[config.mk]
export PLATFORM = sky130hd
export DESIGN_NAME = icache
export DESIGN_NICKNAME = d
export VERILOG_FILES = /design/src/rtl/icache.sv
export SDC_FILE = /design/constraint.sdc
export NUM_CORES = 2
export LEC_CHECK = 0
export BUFFER_PORTS_ARGS = -buffer_cell sky130_fd_sc_hd__buf_2
export CAP_MARGIN = 20
export CORE_MARGIN = 10
export CORE_UTILIZATION = 55
export CTS_CLUSTER_SIZE = 25
export DETAILED_ROUTE_END_ITERATION = 10
export GPL_ROUTABILITY_DRIVEN = 0
export MAX_ROUTING_LAYER = met4
export PLACE_DENSITY = 0.73
export SYNTH_ARGS = -nofsm -noshare
export SYNTH_HDL_FRONTEND = slang
export SYNTH_MEMORY_MAX_BITS = 65536
export SYNTH_SLANG_ARGS = --single-unit
[constraint.sdc]
create_clock -name clk -period 14.55 [get_ports clk]
set_clock_uncertainty 0.2 [all_clocks]
set_input_delay 2.1825 -clock clk [delete_from_list [all_inputs] [get_ports clk]]
set_output_delay 2.1825 -clock clk [all_outputs]
set_load 0.005 [all_outputs]
[src/rtl/icache.sv]
// Direct-mapped instruction cache: 2^INDEX_WIDTH lines of four 32-bit words, one-word memory refill port.
// Optional macro ICACHE_EARLY_RESTART_EN answers a miss as soon as the requested word returns.
module icache #(
  parameter int INDEX_WIDTH = 5,
  parameter int LINE_WORDS  = 4
) (
  input  logic        clk,
  input  logic        rst,
  input  logic        rdy,
  input  logic        pc_send_enable,
  input  logic [31:0] pc_to_ic,
  output logic        inst_get_ready,
  output logic [31:0] inst_from_ic,
  input  logic        jump_flag,
  output logic        mem_req_enable,
  output logic [31:0] mem_addr,
  input  logic        mem_data_ready,
  input  logic [31:0] mem_data
);
  localparam int NUM_LINES = 1 << INDEX_WIDTH;
  localparam int TAG_WIDTH = 28 - INDEX_WIDTH;
  localparam int LINE_BITS = 32 * LINE_WORDS;

  typedef enum logic {IDLE = 1'b0, REFILL = 1'b1} state_t;

  state_t                 r_state;
  logic [NUM_LINES-1:0]   r_valid;
  logic [TAG_WIDTH-1:0]   r_tag [NUM_LINES];
  logic [LINE_BITS-1:0]   r_data [NUM_LINES];
  logic [27:0]            r_req_line;
  logic [1:0]             r_req_off;
  logic [1:0]             r_word_cnt;
  logic [LINE_BITS-33:0]  r_line_buf;
  logic                   r_guard;
  logic                   r_cancel;
  logic                   r_inst_get_ready;
  logic [31:0]            r_inst_from_ic;
  logic                   r_mem_req_enable;
  logic [31:0]            r_mem_addr;

  logic [INDEX_WIDTH-1:0] w_idx;
  logic [TAG_WIDTH-1:0]   w_tag;
  logic [1:0]             w_off;
  logic                   w_req;
  logic                   w_hit;
  logic [31:0]            w_hit_word;
  logic                   w_accept;
  logic                   w_last;
  logic [INDEX_WIDTH-1:0] w_fill_idx;
  logic [TAG_WIDTH-1:0]   w_fill_tag;
  logic [LINE_BITS-1:0]   w_line;
  logic                   w_fill_pulse;
  logic [31:0]            w_fill_word;
  logic                   w_unused;

  assign w_idx      = pc_to_ic[3+INDEX_WIDTH:4];
  assign w_tag      = pc_to_ic[31:4+INDEX_WIDTH];
  assign w_off      = pc_to_ic[3:2];
  assign w_unused   = ^pc_to_ic[1:0];
  assign w_req      = pc_send_enable && !r_guard && !jump_flag;
  assign w_hit      = r_valid[w_idx] && (r_tag[w_idx] == w_tag);
  assign w_hit_word = r_data[w_idx][{w_off, 5'b00000} +: 32];
  assign w_accept   = (r_state == REFILL) && r_mem_req_enable && mem_data_ready;
  assign w_last     = w_accept && (r_word_cnt == 2'd3);
  assign w_fill_idx = r_req_line[INDEX_WIDTH-1:0];
  assign w_fill_tag = r_req_line[27:INDEX_WIDTH];
  // The last word is never buffered; it completes the line straight from the bus.
  assign w_line     = {mem_data, r_line_buf};

`ifdef ICACHE_EARLY_RESTART_EN
  assign w_fill_pulse = w_accept && (r_word_cnt == r_req_off) && !r_cancel && !jump_flag;
  assign w_fill_word  = mem_data;
`else
  assign w_fill_pulse = w_last && !r_cancel && !jump_flag;
  assign w_fill_word  = w_line[{r_req_off, 5'b00000} +: 32];
`endif

  // Tag/data arrays: written only when a refill completes; valid bits gate every read.
  always_ff @(posedge clk) begin
    if (!rst && rdy && w_last) begin
      r_tag[w_fill_idx]  <= w_fill_tag;
      r_data[w_fill_idx] <= w_line;
    end
  end

  // Control FSM, valid bits and all registered outputs.
  always_ff @(posedge clk) begin
    if (rst) begin
      r_state          <= IDLE;
      r_valid          <= '0;
      r_req_line       <= 28'd0;
      r_req_off        <= 2'd0;
      r_word_cnt       <= 2'd0;
      r_line_buf       <= '0;
      r_guard          <= 1'b0;
      r_cancel         <= 1'b0;
      r_inst_get_ready <= 1'b0;
      r_inst_from_ic   <= 32'd0;
      r_mem_req_enable <= 1'b0;
      r_mem_addr       <= 32'd0;
    end else if (!rdy) begin
      r_inst_get_ready <= 1'b0;
    end else begin
      r_inst_get_ready <= 1'b0;
      r_guard          <= 1'b0;
      case (r_state)
        IDLE: begin
          if (w_req && w_hit) begin
            r_inst_get_ready <= 1'b1;
            r_inst_from_ic   <= w_hit_word;
            r_guard          <= 1'b1;
          end else if (w_req) begin
            r_state          <= REFILL;
            r_req_line       <= pc_to_ic[31:4];
            r_req_off        <= w_off;
            r_word_cnt       <= 2'd0;
            r_cancel         <= 1'b0;
            r_mem_req_enable <= 1'b1;
            r_mem_addr       <= {pc_to_ic[31:4], 4'b0000};
          end
        end
        REFILL: begin
          if (jump_flag) begin
            r_cancel <= 1'b1;
          end
          if (w_fill_pulse) begin
            r_inst_get_ready <= 1'b1;
            r_inst_from_ic   <= w_fill_word;
            r_guard          <= 1'b1;
          end
          if (w_last) begin
            r_mem_req_enable   <= 1'b0;
            r_state            <= IDLE;
            r_valid[w_fill_idx] <= 1'b1;
          end else if (w_accept) begin
            // Drop the request for one cycle, then ask for the next word.
            r_mem_req_enable <= 1'b0;
            r_line_buf[{r_word_cnt, 5'b00000} +: 32] <= mem_data;
            r_word_cnt       <= r_word_cnt + 2'd1;
            r_mem_addr       <= {r_req_line, r_word_cnt + 2'd1, 2'b00};
          end else if (!r_mem_req_enable) begin
            r_mem_req_enable <= 1'b1;
          end
        end
        default: begin
          r_state <= IDLE;
        end
      endcase
    end
  end

  assign inst_get_ready = r_inst_get_ready;
  assign inst_from_ic   = r_inst_from_ic;
  assign mem_req_enable = r_mem_req_enable;
  assign mem_addr       = r_mem_addr;

endmodule
; ---- Yosys cells after proc, flatten, opt, wreduce, memory -nomap -nowiden
; Memories as Yosys holds them, arrays and structs flattened.
; Index checks and enable logic that the tools add are counted.
[word_totals]
regBits = 229
ramBits = 4832
in_bits = 70
output_inout_bits = 66
wordCells = 97
mem_count = 2
[op_classes]
add_sub_neg = 2
n_lt_le_gt_ge = 3
n_eq_ne = 9
shift = 4
n_mux = 36
bitwise = 5
n_reduce_logical = 24
[memory_table]
columns = name, depth, width, rd, rd_clocked_by_memory_dff, wr, line
row1 = r_data, 32, 128, 1, 0, 1, 29  ; logic [LINE_BITS-1:0] r_data [NUM_LINES];
row2 = r_tag, 32, 23, 1, 0, 1, 28  ; logic [TAG_WIDTH-1:0] r_tag [NUM_LINES];
[op_table]
columns = op, n
row1 = $shiftx 128x8->32, 2
row2 = $mux 32, 6
row3 = $pmux 32 s2, 2
row4 = $bwmux 96, 1
row5 = $shift 32x9->96 const A, 1
row6 = $shiftx 32x9->96, 1
row7 = $or 32x32->32, 1
row8 = $eq 23x23->1, 1
row9 = $mux 1, 16
row10 = $logic_and 1x1->1, 12
row11 = $lt 5x6->1 const B, 2
row12 = $reduce_and 4->1, 3
row13 = $ne 2x2->1 const B, 5
row14 = $neg 7->9, 1
row15 = $reduce_and 3->1, 3
row16 = $mux 2, 4
row17 = $pmux 1 s2, 4
row18 = $bmux 1 s5, 1
row19 = $demux 1 s5, 1
row20 = $ge 5x1->1 const B, 1
row21 = $reduce_and 5->1, 1
row22 = $logic_not 1->1, 4
row23 = $ne 2x1->1 const B, 2
row24 = $not 1->1, 4
row25 = 4 further kinds, 4

; ---- Longest topological paths before layout
[logic_depth]
ltp_word = 7
ltp_mapped = 18
mapped_depth_nobuf = 10

; ---- Least setup slack after synthesis
; OpenSTA, ideal clock, no wires.
[synth_path]
kind = input to register
startpoint = input port mem_data_ready
endpoint = memory r_data[28][0] (netlist bit) (enable)
setup_time_ns = 0.848
arrival_time_ns = 13.233
required_time_ns = 13.502
slack_ns = 0.270
path_stages = 5
path_buffers = 0
cell_sequence = and4_1 -> nand2_1 -> nor2_1 -> nand4_1 -> nor3_1
[synth_via]
elab_chain_cells = 5
[synth_rtl]
columns = element, line
row1 = from (decl), 17  ; input logic mem_data_ready,
row2 = $logic_and 1x1->1, 63  ; assign w_accept = (r_state == REFILL) && r_mem_req_enable && mem_data_ready;
row3 = $logic_and 1x1->1, 64  ; assign w_last = w_accept && (r_word_cnt == 2'd3);
row4 = $logic_and 1x1->1, 80  ; if (!rst && rdy && w_last) begin
row5 = $mux 1, 80
row6 = $mux 1 (implied by the code), 82  ; r_data[w_fill_idx] <= w_line;
row7 = to (decl), 29
; Every way passes these cells.

; ---- Worst setup path after layout
[layout_path]
startpoint = input port pc_to_ic[5]
endpoint = register r_mem_addr[23], in the netlist mem_addr[23]
[layout_via]
elab_chain_cells = 6
elab_cells_between_ends = 8
cone_classes = 2 x eq/ne / 2 x mux / 3 x reduce/logical / 1 x memory
[layout_rtl]
columns = element, line
row1 = from (decl), 11  ; input logic [31:0] pc_to_ic,
row2 = $mem_v2 32x23 / $bmux 1 s5 (equally long branches), -
row3 = $eq 23x23->1 / $mux 1 (equally long branches), 61  ; assign w_hit = r_valid[w_idx] && (r_tag[w_idx] == w_tag);
row4 = $logic_and 1x1->1 (*), 61
row5 = $logic_and 1x1->1 (*), 108  ; if (w_req && w_hit) begin
row6 = $ne 2x2->1 (no line) (*), -
row7 = $reduce_and 5->1 (no line) (*), -
row8 = to (signal assigned), 119  ; r_mem_addr <= {pc_to_ic[31:4], 4'b0000};
row9 = to (signal assigned), 140  ; r_mem_addr <= {r_req_line, r_word_cnt + 2'd1, 2'b00};
row10 = to (decl), 39  ; logic [31:0] r_mem_addr;
; Mark *: on every way between the ends. The rest lies on a longest branch, timed or not. The select of a mux whose other input is x is not followed.
; A chain may end at the register's enable or synchronous reset.

==> results.md <==
* Rel. slew slack at 0.203
* Cell Pwr Density at 132 nW/um^2
* LEAKAGE at 65.0 nW
* Vias in the first global route at 93100
* Postcts setup bufs at 0
* Core area at 350000 sq um
* CP Buf/Inv Count at 4
* Clk sinks at 5057
* Clk_lat worst skew at 1.01 ns
* Largest stage delay, worst path at 0.88 ns
* Critical path fanouts, max at 117
* Area share of the leading cell type in the synthesized netlist at 0.750
* Status: finished clean
* H-tree depth at 5
* Post-synthesis xor/xnor area fraction at 0.000860
* Chip Height at 613 um
* Maximum number of pins on one net before global-route repair at 163
* Hold_ws at 0.252 ns
* Total number of vias at 94200
* Ys async rst share at 0
* # nets final at 8689
* Detailed Route WL at 499 mm
* Max cap viols at 0
* Slew Limit Fails at 0
* Ys Warns at 0
* Finished Layout Cells at 13600
* Worst slew pin tran at 1.20 ns
* Routed WL per cell at 36.6 um
* Crit share post-route at 0.507
* PortBufs at 131
* Seq cells post-synth at 5057
* HP Class: reg2reg
* Total die area at 376000 sq um
* Rows at 217
* Ys flop type: edfxtp_1
* Synth Area in Simple Gates at 0.0122
* Netlist cell types at 55
* IO Pins at 136
* Layout cells sized above 1 at 0.295
* Worst Path Arrival at 8.02 ns
* Compound-cell area share of the yosys netlist at 0.0140
* Final Hold Vio Count at 0
* RSZ-0062 raised after global routing: false
* CP Capture Type: flop
* CP max-delay cell: buf_4
* Worst EP required at 15.19 ns
* Drt pass-1 iters at 6
* Post-route antenna net violation count at 0
* First-pass GRT wire length at 707 mm
* Num CTS Buffers at 470
* Placed cell count at 12700
* Vias per cell at 6.90
* Synth Cell Area at 194000 sq um
* PostCTS Resize Cnt at 0
* DRT iter0 DRCs at 15900
* GRT overflow at 0
* # fillers at 22400
* Main combinational cell family by area after synthesis: multiplexers
* WS Path Type: in2reg
* Layout area overhead at 12.0%
* Initial Util at 0.553
* Max VDD drop at 0.144 mV
* Hold Buf Count CTS at 0
* Setup tns final at 0 ns
* Tot Pwr at 28.7 mW
* Post-synth EDFFs at 4832
* Fmax at 0.136 GHz
* Hpwl dp at 239 mm
* Max clock buf depth at 4
* Multiplexer share of the synthesized area at 0.188
* CTS root buffer: clkbuf_16
* Syn Inst Count at 8232
* Sequential share of the synthesized area at 0.773
* Reg clk slew, reported paths at 0.06 ns
* Initial antenna violation count at 22
* Setup violations, final at 0
* Total GRT Usage at 0.270
* CTS tree: built
* # DRC at 0
* Syn avg cell area at 23.5 sq um
* Worst setup SP type: input port
* Die W at 613 um
* Synthesized-area fraction occupied by adder cells at 0.000323
* Crit-path cells: buf_12, buf_4, buf_4, mux4_2, o22ai_1, nor4_1, xnor2_1, o21ai_0, nor4_1, nand4_1, or3_2, buf_12, a211oi_1, a211oi_1
* Synth area leaders: edfxtp_1 (75%), mux4_2 (18%), dfxtp_1 (2.3%), mux2i_1 (1.0%), clkbuf_1 (0.46%)
* CP delay by family, top: buffers and inverters
* Tmin final at 7.38 ns
* Area leader, netlist: edfxtp_1
-- per-layer routing --
metal,wire length [um],GRT usage,vias up,share of wire
li1,-,-,36200,-
met1,182000,0.376,50200,0.37
met2,240000,0.412,6758,0.48
met3,58100,0.0510,1021,0.12
met4,19100,0.0893,0,0.038
met5,0,-,-,0
-- flip-flops by register name, summed over array words and instances (netlist names), 2 cells and up --
register	flops
r_req_off	2
r_valid	32
r_req_line	28
r_line_buf	96
inst_from_ic	32
r_data	4096
r_tag	736
mem_addr	29
-- area by class of cell --
cell class / instances / area (sq um) / area share
multi-input combinational: 2680 / 42000 / 0.194
timing repair buffer: 397 / 4270 / 0.0197
inverter: 8 / 48.8 / 0.000225
antenna: 16 / 40.0 / 0.000185
sequential: 5057 / 150000 / 0.690
tap: 4599 / 5750 / 0.0265
clock inverter: 253 / 2280 / 0.0105
clock buffer: 628 / 12700 / 0.0587
-- power breakdown --
part | switching (mW) | internal [mW]
combinational | 0.512 | 0.347
sequential | 0.0148 | 15.8
clock | 5.26 | 6.78
-- placed cells by master, fill, tap and decap left out, drive strengths merged, types with 10 or more instances in the layout --
cell type,netlist,layout
edfxtp,4832,4832
mux4,1522,1522
clkbuf,239,628
buf,249,397
dfxtp,225,225
mux2i,195,195
clkinv,0,194
nand2,162,162
a21oi,151,151
nand3,148,148
nor2,87,87
a211oi,57,57
o21ai,39,39
a22oi,37,37
bufinv,0,37
a211o,33,33
a21o,32,32
o22ai,24,24
mux2,19,19
nor2b,17,17
diode,0,16
clkinvlp,0,16
inv,8,14
xor2,13,13
nand2b,12,12
nor3,11,11
nand4,10,10
nand3b,10,10
-- per-stage QoR --
stage,setup slack [ns],utilization,cell area (sq um)
floorplan,0.270,-,194000
global placement,5.95,0.572,200000
detailed placement,6.08,0.572,200000
CTS,7.10,0.615,215000
global route,6.98,0.619,217000
finish,7.17,0.619,217000
-- worst paths after layout --
check / start / to / slack, ns / cells after the start
max reg2reg: r_state$_SDFFE_PP0P_ / r_data[19][43]$_DFFE_PP_ / 8.98 / 8
min: r_valid[11]$_SDFFE_PP0P_ / r_valid[11]$_SDFFE_PP0P_ / 0.25 / 1
min reg2reg: r_valid[11]$_SDFFE_PP0P_ / r_valid[11]$_SDFFE_PP0P_ / 0.25 / 1
max: pc_to_ic[5] / mem_addr[23]$_SDFFE_PP0P_ / 7.17 / 14
-- synthesized netlist by cell type (all sizes together) (12+ instances only) --
cell type,number
clkbuf,239
a21oi,151
nand3,148
o22ai,24
edfxtp,4832
dfxtp,225
a22oi,37
mux2,19
nand2,162
nor2,87
mux4,1522
a21o,32
xor2,13
nand2b,12
o21ai,39
a211o,33
nor2b,17
mux2i,195
a211oi,57
buf,249
-- kinds of logic (layout without fill, tap and decap cells) --
group                      after synthesis  in the layout
DFF                                   5057           5057
and+or+nand+nor                        501            501
xor gates and xnor gates                19             19
buffers and inverters                  496           1286
AOI/OAI and AO/OA                      417            417
other                                    1             18
muxes                                 1736           1736
adders and majority gates                5              5
Note: power is estimated with default switching activity, not from simulation.
